--- config.mk ---
export PLATFORM = sky130hd
export DESIGN_NAME = sequencer_flat
export DESIGN_NICKNAME = d
export VERILOG_FILES = /design/src/rtl/sequencer_if.sv /design/src/rtl/sequencer.sv /design/src/flat_wrapper.sv
export SDC_FILE = /design/constraint.sdc
export NUM_CORES = 1
export LEC_CHECK = 0
export ABC_CLOCK_PERIOD_IN_PS = 3000
export CAP_MARGIN = 0
export CORE_AREA = 2 2 64 81
export CTS_CLUSTER_SIZE = 20
export DETAILED_ROUTE_END_ITERATION = 6
export DIE_AREA = 0 0 66 83
export PLACE_DENSITY = 0.75
export SYNTH_ARGS = -nofsm -noshare
export SYNTH_HDL_FRONTEND = slang
export SYNTH_SLANG_ARGS = --single-unit
--- constraint.sdc ---
create_clock -name clk_sq -period 3 [get_ports clk_sq]
set_clock_uncertainty 0.15 [all_clocks]
set_input_delay 0.45 -clock clk_sq [delete_from_list [all_inputs] [get_ports clk_sq]]
set_output_delay 0.45 -clock clk_sq [all_outputs]
set_load 0.02 [all_outputs]
--- src/rtl/sequencer_if.sv ---
// Sequencer bus: program fetch, flag input and execution control/status outputs.
interface sequencer_if #(
  parameter int unsigned PcW   = 8,
  parameter int unsigned InstW = 15
) ();

  logic             run;
  logic [InstW-1:0] prom_out;
  logic             cmp_eq;
  logic [PcW-1:0]   p_count;
  logic [InstW-1:0] ir;
  logic [2:0]       phase;
  logic             reg_we;
  logic             mem_we;
  logic             flag_we;
  logic             halted;
  logic [15:0]      inst_cnt;

  // Sequencer side.
  modport master (
    input  run, prom_out, cmp_eq,
    output p_count, ir, phase, reg_we, mem_we, flag_we, halted, inst_cnt
  );

  // Environment side: fetch unit, ALU flag and run control.
  modport slave (
    output run, prom_out, cmp_eq,
    input  p_count, ir, phase, reg_we, mem_we, flag_we, halted, inst_cnt
  );

endinterface

--- src/rtl/sequencer.sv ---
// Instruction sequencer: owns the PC, latches the fetched word into IR and
// steps each instruction through FETCH/DECODE/EXEC/WB with WB-only strobes.
module sequencer #(
  parameter int unsigned PcW   = 8,
  parameter int unsigned InstW = 15
) (
  input logic         clk_sq,
  input logic         reset,
  sequencer_if.master bus
);

  localparam int unsigned CntW = 16;

  typedef enum logic [2:0] {
    StIdle   = 3'd0,
    StFetch  = 3'd1,
    StDecode = 3'd2,
    StExec   = 3'd3,
    StWb     = 3'd4,
    StHalt   = 3'd5
  } phase_e;

  typedef enum logic [3:0] {
    OpMov = 4'h0,
    OpAdd = 4'h1,
    OpSub = 4'h2,
    OpAnd = 4'h3,
    OpOr  = 4'h4,
    OpSl  = 4'h5,
    OpSr  = 4'h6,
    OpSra = 4'h7,
    OpLdl = 4'h8,
    OpLdh = 4'h9,
    OpCmp = 4'hA,
    OpJe  = 4'hB,
    OpJmp = 4'hC,
    OpLd  = 4'hD,
    OpSt  = 4'hE,
    OpHlt = 4'hF
  } opcode_e;

  phase_e           state_q;
  logic [PcW-1:0]   pc_q;
  logic [InstW-1:0] ir_q;
  logic             reg_we_q;
  logic             mem_we_q;
  logic             flag_we_q;
  logic             halted_q;
  logic [CntW-1:0]  inst_cnt_q;

  opcode_e        op;
  logic [PcW-1:0] target;
  logic [PcW-1:0] pc_inc;
  logic [PcW-1:0] pc_next;
  logic           wr_reg;
  logic           wr_mem;
  logic           wr_flag;

  assign op     = opcode_e'(ir_q[InstW-1 -: 4]);
  assign target = ir_q[PcW-1:0];
  // Natural wrap at the top of the address space.
  assign pc_inc = pc_q + PcW'(1);

  // Decode which write strobe the instruction in IR raises during WB.
  always_comb begin
    wr_reg  = 1'b0;
    wr_mem  = 1'b0;
    wr_flag = 1'b0;
    unique case (op)
      OpMov, OpAdd, OpSub, OpAnd, OpOr, OpSl, OpSr, OpSra, OpLdl, OpLdh, OpLd: wr_reg = 1'b1;
      OpSt:                wr_mem  = 1'b1;
      OpCmp:               wr_flag = 1'b1;
      OpJe, OpJmp, OpHlt:  begin end
    endcase
  end

  // PC value taken at the WB exit edge; je looks at the flag as seen in WB.
  always_comb begin
    pc_next = pc_inc;
    case (op)
      OpJmp:   pc_next = target;
      OpJe:    if (bus.cmp_eq) pc_next = target;
      OpHlt:   pc_next = pc_q;
      default: pc_next = pc_inc;
    endcase
  end

  // Phase FSM with registered strobes, PC, IR and retired-instruction count.
  always_ff @(posedge clk_sq or posedge reset) begin
    if (reset) begin
      state_q    <= StIdle;
      pc_q       <= '0;
      ir_q       <= '0;
      reg_we_q   <= 1'b0;
      mem_we_q   <= 1'b0;
      flag_we_q  <= 1'b0;
      halted_q   <= 1'b0;
      inst_cnt_q <= '0;
    end else begin
      // Strobes are pulses; only the EXEC->WB transition raises them.
      reg_we_q  <= 1'b0;
      mem_we_q  <= 1'b0;
      flag_we_q <= 1'b0;
      unique case (state_q)
        StIdle: begin
          if (bus.run) state_q <= StFetch;
        end
        StFetch: begin
          state_q <= StDecode;
        end
        StDecode: begin
          // The fetch unit's word is valid in DECODE.
          ir_q    <= bus.prom_out;
          state_q <= StExec;
        end
        StExec: begin
          reg_we_q  <= wr_reg;
          mem_we_q  <= wr_mem;
          flag_we_q <= wr_flag;
          state_q   <= StWb;
        end
        StWb: begin
          pc_q       <= pc_next;
          inst_cnt_q <= inst_cnt_q + CntW'(1);
          if (op == OpHlt) begin
            state_q  <= StHalt;
            halted_q <= 1'b1;
          end else if (bus.run) begin
            state_q <= StFetch;
          end else begin
            state_q <= StIdle;
          end
        end
        StHalt: begin
          // Terminal until reset.
          halted_q <= 1'b1;
        end
        default: begin
          state_q <= StIdle;
        end
      endcase
    end
  end

  assign bus.p_count  = pc_q;
  assign bus.ir       = ir_q;
  assign bus.phase    = state_q;
  assign bus.reg_we   = reg_we_q;
  assign bus.mem_we   = mem_we_q;
  assign bus.flag_we  = flag_we_q;
  assign bus.halted   = halted_q;
  assign bus.inst_cnt = inst_cnt_q;

endmodule

--- src/flat_wrapper.sv ---
// flat-port wrapper written by rule: the top's interface ports become plain ports
module sequencer_flat 
#(
  parameter int unsigned PcW   = 8,
  parameter int unsigned InstW = 15
)
  (clk_sq, reset, bus_run, bus_prom_out, bus_cmp_eq, bus_p_count, bus_ir, bus_phase, bus_reg_we, bus_mem_we, bus_flag_we, bus_halted, bus_inst_cnt);
  sequencer_if #(.PcW(PcW), .InstW(InstW)) bus_i ();
  input logic clk_sq;
  input logic reset;
  input wire logic [$bits(bus_i.run)-1:0] bus_run;
  input wire logic [$bits(bus_i.prom_out)-1:0] bus_prom_out;
  input wire logic [$bits(bus_i.cmp_eq)-1:0] bus_cmp_eq;
  output wire logic [$bits(bus_i.p_count)-1:0] bus_p_count;
  output wire logic [$bits(bus_i.ir)-1:0] bus_ir;
  output wire logic [$bits(bus_i.phase)-1:0] bus_phase;
  output wire logic [$bits(bus_i.reg_we)-1:0] bus_reg_we;
  output wire logic [$bits(bus_i.mem_we)-1:0] bus_mem_we;
  output wire logic [$bits(bus_i.flag_we)-1:0] bus_flag_we;
  output wire logic [$bits(bus_i.halted)-1:0] bus_halted;
  output wire logic [$bits(bus_i.inst_cnt)-1:0] bus_inst_cnt;
  assign bus_i.run = bus_run;
  assign bus_i.prom_out = bus_prom_out;
  assign bus_i.cmp_eq = bus_cmp_eq;
  assign bus_p_count = bus_i.p_count;
  assign bus_ir = bus_i.ir;
  assign bus_phase = bus_i.phase;
  assign bus_reg_we = bus_i.reg_we;
  assign bus_mem_we = bus_i.mem_we;
  assign bus_flag_we = bus_i.flag_we;
  assign bus_halted = bus_i.halted;
  assign bus_inst_cnt = bus_i.inst_cnt;
  sequencer #(.PcW(PcW), .InstW(InstW)) u_core (.clk_sq(clk_sq), .reset(reset), .bus(bus_i));
endmodule
# Word-level counts from Yosys, hierarchy flattened
# Index checks and enable logic that the tools add are counted.
# word_totals
reg_bits	46
in_bits	19
out_inout_bits	46
word_cells	55
# classes
n_addsub	2
n_eq_ne	22
mux	14
bitwise	2
reduce_logical	7
# op_table
operator	n
$eq A4 B4 Y1 const B	8
$pmux W8 S3	1
$pmux W3 S6	1
$add A16 B1 Y16 const B	1
$eq A4 B3 Y1 const B	4
$reduce_or A11 Y1	1
$add A8 B1 Y8 const B	1
$eq A4 B2 Y1 const B	2
$mux W1	8
$mux W8	1
$eq A3 B2 Y1 const B	2
$eq A3 B3 Y1 const B	2
$mux W3	2
$reduce_and A2 Y1	3
$eq A4 B1 Y1 const B	1
$logic_not A4 Y1	1
$eq A3 B1 Y1 const B	1
$logic_not A3 Y1	1
$ne A2 B1 Y1 const B	1
$ne A2 B2 Y1 const B	1
$not A1 Y1	2
$pmux W1 S2	1
$reduce_bool A2 Y1	1

# Longest topological paths before layout
# Gate-level depths: netlist of the first run.
# logic_depth
ltp_word	4
depth_mapped	6

# Worst setup path after synthesis of the first run
# No wires, ideal clock.
# synth_path
kind	reg2reg
from	register u_core.state_q[0], in the netlist u_core.bus.phase[0]
to	register u_core.inst_cnt_q[9], in the netlist u_core.bus.inst_cnt[9]
setup_ps	129
arrival_ps	1550
required_time_ps	2721
slack_ps	1171
stages_incl_launch_ff	6
path_buffers	1
period_less_slack_ps	1829
cell_sequence	dfrtp_1 buf_6 or3b_4 nor3_4 nand4_1 xnor2_1
# synth_via
elab_chain_cells	1
# synth_rtl
element	line	text
start: declaration	sequencer.sv:42	phase_e state_q;
start signal: assignment	sequencer.sv:91	state_q <= StIdle;
start signal: assignment	sequencer.sv:106	if (bus.run) state_q <= StFetch;
start signal: assignment	sequencer.sv:109	state_q <= StDecode;
$eq A3 B3 Y1	sequencer.sv:104	unique case (state_q)
end signal: assignment	sequencer.sv:124	inst_cnt_q <= inst_cnt_q + CntW'(1);
end: declaration	sequencer.sv:49	logic [CntW-1:0] inst_cnt_q;
# Every way passes these cells.
# A chain may end at the register's enable or synchronous reset.

# Worst setup path in the final report of the first run
# layout_path
from	register u_core.state_q[0], in the netlist u_core.bus.phase[0]
to	output bus_phase[0]
# layout_lines
element	line	text
end: declaration	flat_wrapper.sv:16	output wire logic [$bits(bus_i.phase)-1:0] bus_phase;
# No word-level cell between the ends.

==> load_flow_metrics.sql, run 1 <==
INSERT INTO impl_metrics (metric_group, metric, value, unit) VALUES
('run_status', 'status', 'finished clean', ''),
('layout', 'mostFrequentLayoutCells', 'sky130_fd_sc_hd__clkdlybuf4s50_1 (64), sky130_fd_sc_hd__dfrtp_1 (46), sky130_fd_sc_hd__nand2_1 (15)', ''),
('logic_synthesis', 'async_flop_share', '100.0', '%'),
('clock_network', 'clock_sink_count', '46', ''),
('route', 'drc', '0', ''),
('placement', 'dp_slack', '0.9117', 'ns'),
('worst_setup_path', 'timing.rr.end', 'u_core.bus.inst_cnt[12]', ''),
('logic_synthesis', 'post-synth-top-area-fraction', '54.28', '%'),
('power', 'power_density', '948.8', 'mW/mm2'),
('layout', 'antenna_cells_inserted', '0', ''),
('min_path', 'worst_hold_path.num_cells', '1', ''),
('worst_setup_path', 'timing_worst_setup_path_type', 'flip-flop to output pin', ''),
('route', 'vias', '1608', ''),
('logic_synthesis', 'synthFlopType', 'sky130_fd_sc_hd__dfrtp_1', ''),
('logic_synthesis', 'yosysSeqAreaShare', '54.28', '%'),
('power', 'power.total', '2.748', 'mW'),
('worst_setup_path', 'cp_data_arrival_time', '1.51', 'ns'),
('job', 'cap_viol_max_count', '0', ''),
('logic_synthesis', 'synth-compound-area-share', '7.434', '%'),
('floorplanning', 'core.rowCount', '28', ''),
('logic_synthesis', 'ys.warnings.count', '0', ''),
('layout', 'areaGrowthSynthToFinish', '36.58', '%'),
('logic_synthesis', 'synth_area_per_cell', '12.05', 'um2'),
('logic_synthesis', 'synthMuxAreaShare', '10.74', '%'),
('floorplanning', 'dieHeight', '83', 'um'),
('worst_setup_path', 'crit-reg2reg-launch', 'u_core.bus.phase[0]', ''),
('layout', 'finalNetCount', '264', ''),
('power', 'vdd_ir_drop_max', '479.4', 'uV'),
('layout', 'instances_no_fill', '304', ''),
('clock_network', 'cts_repair_resize_count', '0', ''),
('logic_synthesis', 'xor_xnor_fraction_of_synth_area', '6.608', '%'),
('timing', 'final-max-slew-violation-count', '0', ''),
('placement', 'place.detailed.instances', '296', ''),
('worst_setup_path', 'worstPathMaxFanout', '10', ''),
('logic_synthesis', 'adder_cell_area_share_of_the_yosys_netlist', '1.180', '%'),
('logic_synthesis', 'synthesis.nets', '197', ''),
('worst_setup_path', 'worst_path_largest_cell_delay', '0.67', 'ns'),
('worst_setup_path', 'timing.reg2reg.setup_slack', '1.08', 'ns'),
('layout', 'seqCellArea', '0.001151', 'mm2'),
('global_route', 'global_route.usage.total', '17.62', '%'),
('layout', 'finalInstanceArea', '0.002897', 'mm2'),
('layout', 'utilization', '61.70', '%'),
('placement', 'globalplace.congestion', '0.7746', ''),
('floorplanning', 'ioPinCount', '65', ''),
('logic_synthesis', 'post_synth_edffs', '0', ''),
('floorplanning', 'die_area', '0.005478', 'mm2'),
('timing', 'rsz_0062_raised_after_global_routing', 'false', ''),
('timing', 'max_slew.worst_pin.slew', '0.7890', 'ns'),
('route', 'viasPerCell', '5.289', ''),
('clock_network', 'max-clock-path-buffers', '2', ''),
('timing', 'setup-violations-final', '0', ''),
('placement', 'place.port_buffers', '64', ''),
('worst_setup_path', 'cpMaxStageDelayCell', 'sky130_fd_sc_hd__clkdlybuf4s50_1', ''),
('timing', 'clock.fmax', '473.2', 'MHz'),
('placement', 'place_area', '0.002805', 'mm2'),
('min_path', 'hold_end', 'u_core.bus.inst_cnt[15]', ''),
('logic_synthesis', 'synth_area_leader_cell', 'sky130_fd_sc_hd__dfrtp_1', ''),
('worst_setup_path', 'worstPathCellList', 'clkdlybuf4s50_1', ''),
('worst_setup_path', 'critical_path.top_delay_family', 'buffers and inverters', ''),
('route', 'detail-route-antenna-nets', '0', ''),
('layout', 'mostFrequentLayoutCell', 'sky130_fd_sc_hd__clkdlybuf4s50_1', ''),
('route', 'drt-initial-drc-count', '123', ''),
('layout', 'proportion_of_layout_cells_with_a_drive_suffix_above_1', '13.11', '%'),
('timing', 'slew_headroom', '47.23', '%'),
('min_path', 'worstHoldPathType', 'flip-flop to flip-flop', ''),
('timing', 'final.hold.worst_slack', '0.3228', 'ns'),
('timing', 'post-route-min-period', '2.113', 'ns'),
('timing', 'hold_violations', '0', ''),
('clock_network', 'cts_root_buf', 'sky130_fd_sc_hd__clkbuf_8', ''),
('worst_setup_path', 'start_kind', 'flip-flop', ''),
('floorplanning', 'floorplan.initialDensity', '45.18', '%');
-- registers in the layout, indices dropped and copies added (netlist names) --
| register | cells |
|---|---|
| u_core.bus.flag_we | 1 |
| u_core.bus.halted | 1 |
| u_core.bus.mem_we | 1 |
| u_core.bus.reg_we | 1 |
| u_core.bus.phase | 3 |
| u_core.bus.inst_cnt | 16 |
| u_core.bus.ir | 15 |
| u_core.bus.p_count | 8 |
-- cell families (layout without fill, tap and decap cells) --
family | count (synthesis) | count (layout)
AO/OA/AOI/OAI | 22 | 22
XOR/XNOR | 16 | 16
adder cells (fa/ha/maj) | 2 | 2
buffers and inverters | 12 | 80
flip-flops | 46 | 46
multiplexers | 21 | 21
AND/OR/NAND/NOR | 57 | 57
-- cells in the mapped netlist (2+ instances only) --
cell type,number
sky130_fd_sc_hd__a21oi_1,7
sky130_fd_sc_hd__nand3_1,11
sky130_fd_sc_hd__buf_6,3
sky130_fd_sc_hd__o21ai_0,3
sky130_fd_sc_hd__nor2_2,2
sky130_fd_sc_hd__clkbuf_1,2
sky130_fd_sc_hd__ha_1,2
sky130_fd_sc_hd__and3_1,3
sky130_fd_sc_hd__nor2_1,2
sky130_fd_sc_hd__mux2_2,14
sky130_fd_sc_hd__nor3_1,2
sky130_fd_sc_hd__and4_1,4
sky130_fd_sc_hd__inv_1,6
sky130_fd_sc_hd__xnor2_1,14
sky130_fd_sc_hd__xor2_1,2
sky130_fd_sc_hd__nand4_1,4
sky130_fd_sc_hd__nand2_1,15
sky130_fd_sc_hd__a2bb2oi_1,5
sky130_fd_sc_hd__nor3_4,2
sky130_fd_sc_hd__nand2b_1,2
sky130_fd_sc_hd__dfrtp_1,46
sky130_fd_sc_hd__o211ai_1,2
sky130_fd_sc_hd__nor3b_1,3
sky130_fd_sc_hd__nand3b_1,2
sky130_fd_sc_hd__mux2i_1,7
-- where the power goes --
group          internal, mW  total (mW)  switching [mW]
Combinational         0.668        1.28           0.607
Clock                 0.186       0.387           0.201
Sequential            0.831        1.09           0.255
-- worst max path at each step --
stage                              startpoint                endpoint  slack (ns)  cells after the start
final                     u_core.bus.phase[0]            bus_phase[0]        0.89                      1
after global routing      u_core.bus.phase[0]            bus_phase[0]        0.78                      1
after CTS                 u_core.bus.phase[0]            bus_phase[0]        0.87                      1
after detailed placement           bus_cmp_eq   u_core.bus.p_count[6]        0.91                      5
after global placement             bus_cmp_eq   u_core.bus.p_count[3]        0.92                      5
after floorplan           u_core.bus.phase[0]  u_core.bus.inst_cnt[9]        1.17                      5
-- area by class of cell --
| type | count | area share [%] |
|---|---|---|
| Sequential cell | 46 | 39.74 |
| Tap cell | 60 | 2.592 |
| Multi-Input combinational cell | 118 | 31.10 |
| Clock buffer | 7 | 2.981 |
| Inverter | 6 | 0.7775 |
| Timing Repair Buffer | 66 | 22.63 |
| Clock inverter | 1 | 0.1728 |
-- worst register-to-register path: stages, from the launching register on --
cell and delay, ns:
sky130_fd_sc_hd__dfrtp_1 0.50, sky130_fd_sc_hd__nand4bb_1 0.29, sky130_fd_sc_hd__nor3_1 0.53, sky130_fd_sc_hd__nand4_1 0.19, sky130_fd_sc_hd__xnor2_1 0.15
-- routing by layer --
layer | GRT usage [%] | vias to the layer above | wire length, um
met1 | 22.04 | 805 | 1941
li1 | - | 756 | -
met4 | 7.607 | 0 | 78
met2 | 28.83 | 41 | 2225
met5 | 0 | - | 0
met3 | 3.930 | 6 | 203
Note: power is estimated with default switching activity, not from simulation.
==> run 2, diff against run 1 <==
--- a/config.mk
+++ b/config.mk
@@ -5,13 +5,13 @@
 export SDC_FILE = /design/constraint.sdc
 export NUM_CORES = 1
 export LEC_CHECK = 0
-export ABC_CLOCK_PERIOD_IN_PS = 3000
+export ABC_CLOCK_PERIOD_IN_PS = 1750
 export CAP_MARGIN = 0
-export CORE_AREA = 2 2 64 81
+export CORE_AREA = 2 2 67 85
 export CTS_CLUSTER_SIZE = 20
 export DETAILED_ROUTE_END_ITERATION = 6
-export DIE_AREA = 0 0 66 83
-export PLACE_DENSITY = 0.75
+export DIE_AREA = 0 0 69 87
+export PLACE_DENSITY = 0.72
 export SYNTH_ARGS = -nofsm -noshare
 export SYNTH_HDL_FRONTEND = slang
 export SYNTH_SLANG_ARGS = --single-unit
==> constraint.sdc (replaced) <==
create_clock -name clk_sq -period 1.75 [get_ports clk_sq]
set_clock_uncertainty 0.15 [all_clocks]
set_input_delay 0.2625 -clock clk_sq [delete_from_list [all_inputs] [get_ports clk_sq]]
set_output_delay 0.2625 -clock clk_sq [all_outputs]
set_load 0.02 [all_outputs]
==> load_flow_metrics.sql, run 2 (synthesis gave the netlist of run 1 again) <==
INSERT INTO impl_metrics (metric_group, metric, value, unit) VALUES
('power', 'power_density', '1619', 'mW/mm2'),
('job', 'cap_viol_max_count', '0', ''),
('floorplanning', 'floorplan.initialDensity', '40.36', '%'),
('route', 'drc', '0', ''),
('timing', 'fin_ws', '0.03528', 'ns'),
('power', 'p_sw_share', '37.58', '%'),
('route', 'detail-route-antenna-nets', '0', ''),
('timing', 'timing.setup.tns', '0', 'ns'),
('timing', 'final.hold.worst_slack', '0.1704', 'ns'),
('worst_setup_path', 'worst_path_largest_cell_delay', '0.63', 'ns'),
('worst_setup_path', 'critical_path.top_delay_family', 'buffers and inverters', ''),
('power', 'power.share.clock', '16.4', '%'),
('power', 'vdd_ir_drop_max', '817.1', 'uV'),
('route', 'drt-initial-drc-count', '94', ''),
('floorplanning', 'core_area', '0.005255', 'mm2'),
('placement', 'place.detailed.instances', '309', ''),
('timing', 'clock.fmax', '583.2', 'MHz'),
('floorplanning', 'die_area', '0.006003', 'mm2'),
('run_status', 'status', 'finished clean', ''),
('placement', 'place.port_buffers', '64', ''),
('worst_setup_path', 'crit_buf_inv', '1', ''),
('min_path', 'worstHoldPathType', 'input pin to async pin', ''),
('timing', 'max_slew.worst_pin.slew', '0.3455', 'ns'),
('layout', 'instances_no_fill', '318', ''),
('worst_setup_path', 'start_kind', 'flip-flop', ''),
('route', 'drt_first_pass_iters', '4', ''),
('timing', 'final-max-slew-violation-count', '0', ''),
('global_route', 'grt_pass1_wl', '7838', 'um'),
('floorplanning', 'core.rowCount', '30', ''),
('layout', 'finalInstanceArea', '0.003050', 'mm2'),
('worst_setup_path', 'cp_data_arrival_time', '1.30', 'ns'),
('clock_network', 'clk_latency', '0.29', 'ns'),
('route', 'drt_wl_total', '4633', 'um'),
('layout', 'mostFrequentLayoutCells', 'sky130_fd_sc_hd__dfrtp_1 (43), sky130_fd_sc_hd__clkdlybuf4s50_1 (33), sky130_fd_sc_hd__dlygate4sd2_1 (22)', ''),
('worst_setup_path', 'timing_worst_setup_path_type', 'flip-flop to output pin', ''),
('layout', 'areaGrowthSynthToFinish', '43.84', '%'),
('power', 'power_switching', '1.857', 'mW'),
('clock_network', 'h-tree-depth', '2', ''),
('placement', 'dp_slack', '-0.01504', 'ns'),
('clock_network', 'clock_sink_count', '46', ''),
('floorplanning', 'ioPinCount', '65', ''),
('layout', 'finalNetCount', '274', ''),
('clock_network', 'max-clock-path-buffers', '2', ''),
('global_route', 'number_of_antenna_violations_at_the_first_check_in_global_routing', '0', ''),
('route', 'viasPerCell', '5.160', ''),
('layout', 'mostFrequentLayoutCell', 'sky130_fd_sc_hd__dfrtp_1', ''),
('timing', 'hold_violations', '0', ''),
('clock_network', 'tritoncts_clock_tree', 'yes', ''),
('layout', 'largest_reg_flops', '16', ''),
('global_route', 'grt_max_degree', '47', ''),
('placement', 'dp_hpwl', '3321', 'um'),
('clock_network', 'cts_inserted_buffers', '5', ''),
('worst_setup_path', 'end_kind', 'output pin', ''),
('clock_network', 'cts.hold.buffers_added', '0', ''),
('floorplanning', 'dieHeight', '87', 'um'),
('route', 'vias', '1641', ''),
('floorplanning', 'die_w', '69', 'um'),
('layout', 'seqCellArea', '0.001155', 'mm2'),
('layout', 'filler_cell_count', '462', ''),
('global_route', 'first_global_vias', '1607', ''),
('timing', 'setup-violations-final', '0', ''),
('power', 'power_frac_comb', '47.3', '%'),
('timing', 'slew_headroom', '76.92', '%'),
('clock_network', 'clkSlewWorstSetupHoldPaths', '0.08', 'ns'),
('timing', 'post-route-min-period', '1.715', 'ns'),
('worst_setup_path', 'worstPathMaxFanout', '3', ''),
('power', 'power.total', '4.940', 'mW'),
('worst_setup_path', 'cpMaxStageDelayCell', 'sky130_fd_sc_hd__clkdlybuf4s50_1', ''),
('power', 'p_int', '3.083', 'mW'),
('route', 'wire_per_inst', '14.57', 'um'),
('placement', 'globalplace.congestion', '0.7848', ''),
('layout', 'multi_input_combinational_cell_area', '913.4', 'um2'),
('power', 'total_leakage_power', '1.475', 'nW'),
('layout', 'utilization', '58.05', '%'),
('layout', 'antenna_cells_inserted', '0', ''),
('power', 'pwr-share-seq', '36.3', '%'),
('timing', 'final_min_period_over_clock_period', '97.98', '%'),
('worst_setup_path', 'cp_data_required_time', '1.34', 'ns'),
('worst_setup_path', 'worstPathCellList', 'clkdlybuf4s50_1', ''),
('global_route', 'global_route.usage.total', '16.23', '%'),
('layout', 'proportion_of_layout_cells_with_a_drive_suffix_above_1', '18.90', '%'),
('timing', 'rsz_0062_raised_after_global_routing', 'true', ''),
('clock_network', 'cts_root_buf', 'sky130_fd_sc_hd__clkbuf_8', ''),
('global_route', 'gr-total-overflow', '0', ''),
('placement', 'place_area', '0.002924', 'mm2');
==> run 2: cell count changes in the layout (fill, tap and decap cells not counted), moves of 3 or more <==
cell	before	now
sky130_fd_sc_hd__clkdlybuf4s50_1	64	33
sky130_fd_sc_hd__dlygate4sd2_1	0	22
sky130_fd_sc_hd__dlymetal6s2s_1	0	9
sky130_fd_sc_hd__buf_4	2	9
sky130_fd_sc_hd__buf_12	0	3
sky130_fd_sc_hd__dfrtp_1	46	43
sky130_fd_sc_hd__dfrtp_2	0	3
==> run 2: area by class of cell <==
cell class / instances / area share, %
clock buffer: 7 / 2.830
timing repair buffer: 76 / 25.02
clock inverter: 1 / 0.9844
inverter: 6 / 0.7383
sequential: 46 / 37.86
multi-input combinational: 118 / 29.94
tap: 64 / 2.625
==> run 2: final timing paths <==
path	from	to	slack [ns]	depth (start not counted)
worst max register to register	u_core.bus.phase[0]	u_core.bus.inst_cnt[13]	0.06	4
worst min register to register	u_core.bus.halted	u_core.bus.halted	0.33	1
worst max-delay path	u_core.bus.p_count[6]	bus_p_count[6]	0.04	1
max in group asynchronous	reset	u_core.bus.phase[1]	1.03	3
min in group clk_sq	u_core.bus.halted	u_core.bus.halted	0.33	1
worst min-delay path	reset	u_core.bus.p_count[6]	0.17	3
==> run 2: what timing repair did <==
action                                  CTS  global route
gates cloned                              0             0
resized for setup                        22            11
pin swaps                                 0             0
setup buffers                             0             1
endpoints found under the setup margin   22            16
==> run 2: metal layers <==
layer  vias to the layer above  track usage [%]  share of wire, %
li1                        782                -                 -
met3                         7            4.167               4.8
met2                        41            28.67                52
met5                         -                0                 0
met1                       811            19.43                42
met4                         0            5.169               1.3
==> run 2: worst reg2reg max path: stages (launching register included) <==
cell	delay (ns)
sky130_fd_sc_hd__dfrtp_2	0.46
sky130_fd_sc_hd__or3b_4	0.44
sky130_fd_sc_hd__nor3_4	0.23
sky130_fd_sc_hd__nand3_1	0.15
sky130_fd_sc_hd__xnor2_1	0.14
==> run 2: power by group through the flow <==
stage / Combinational, mW / Clock, mW / Sequential, mW
floorplan: 0.953 / 0 / 2.21
CTS: 2.35 / 0.839 / 1.82
global route: 2.52 / 0.879 / 1.88
finish: 2.34 / 0.811 / 1.79
detailed placement: 2.46 / 0 / 1.83
global placement: 2.41 / 0 / 1.82
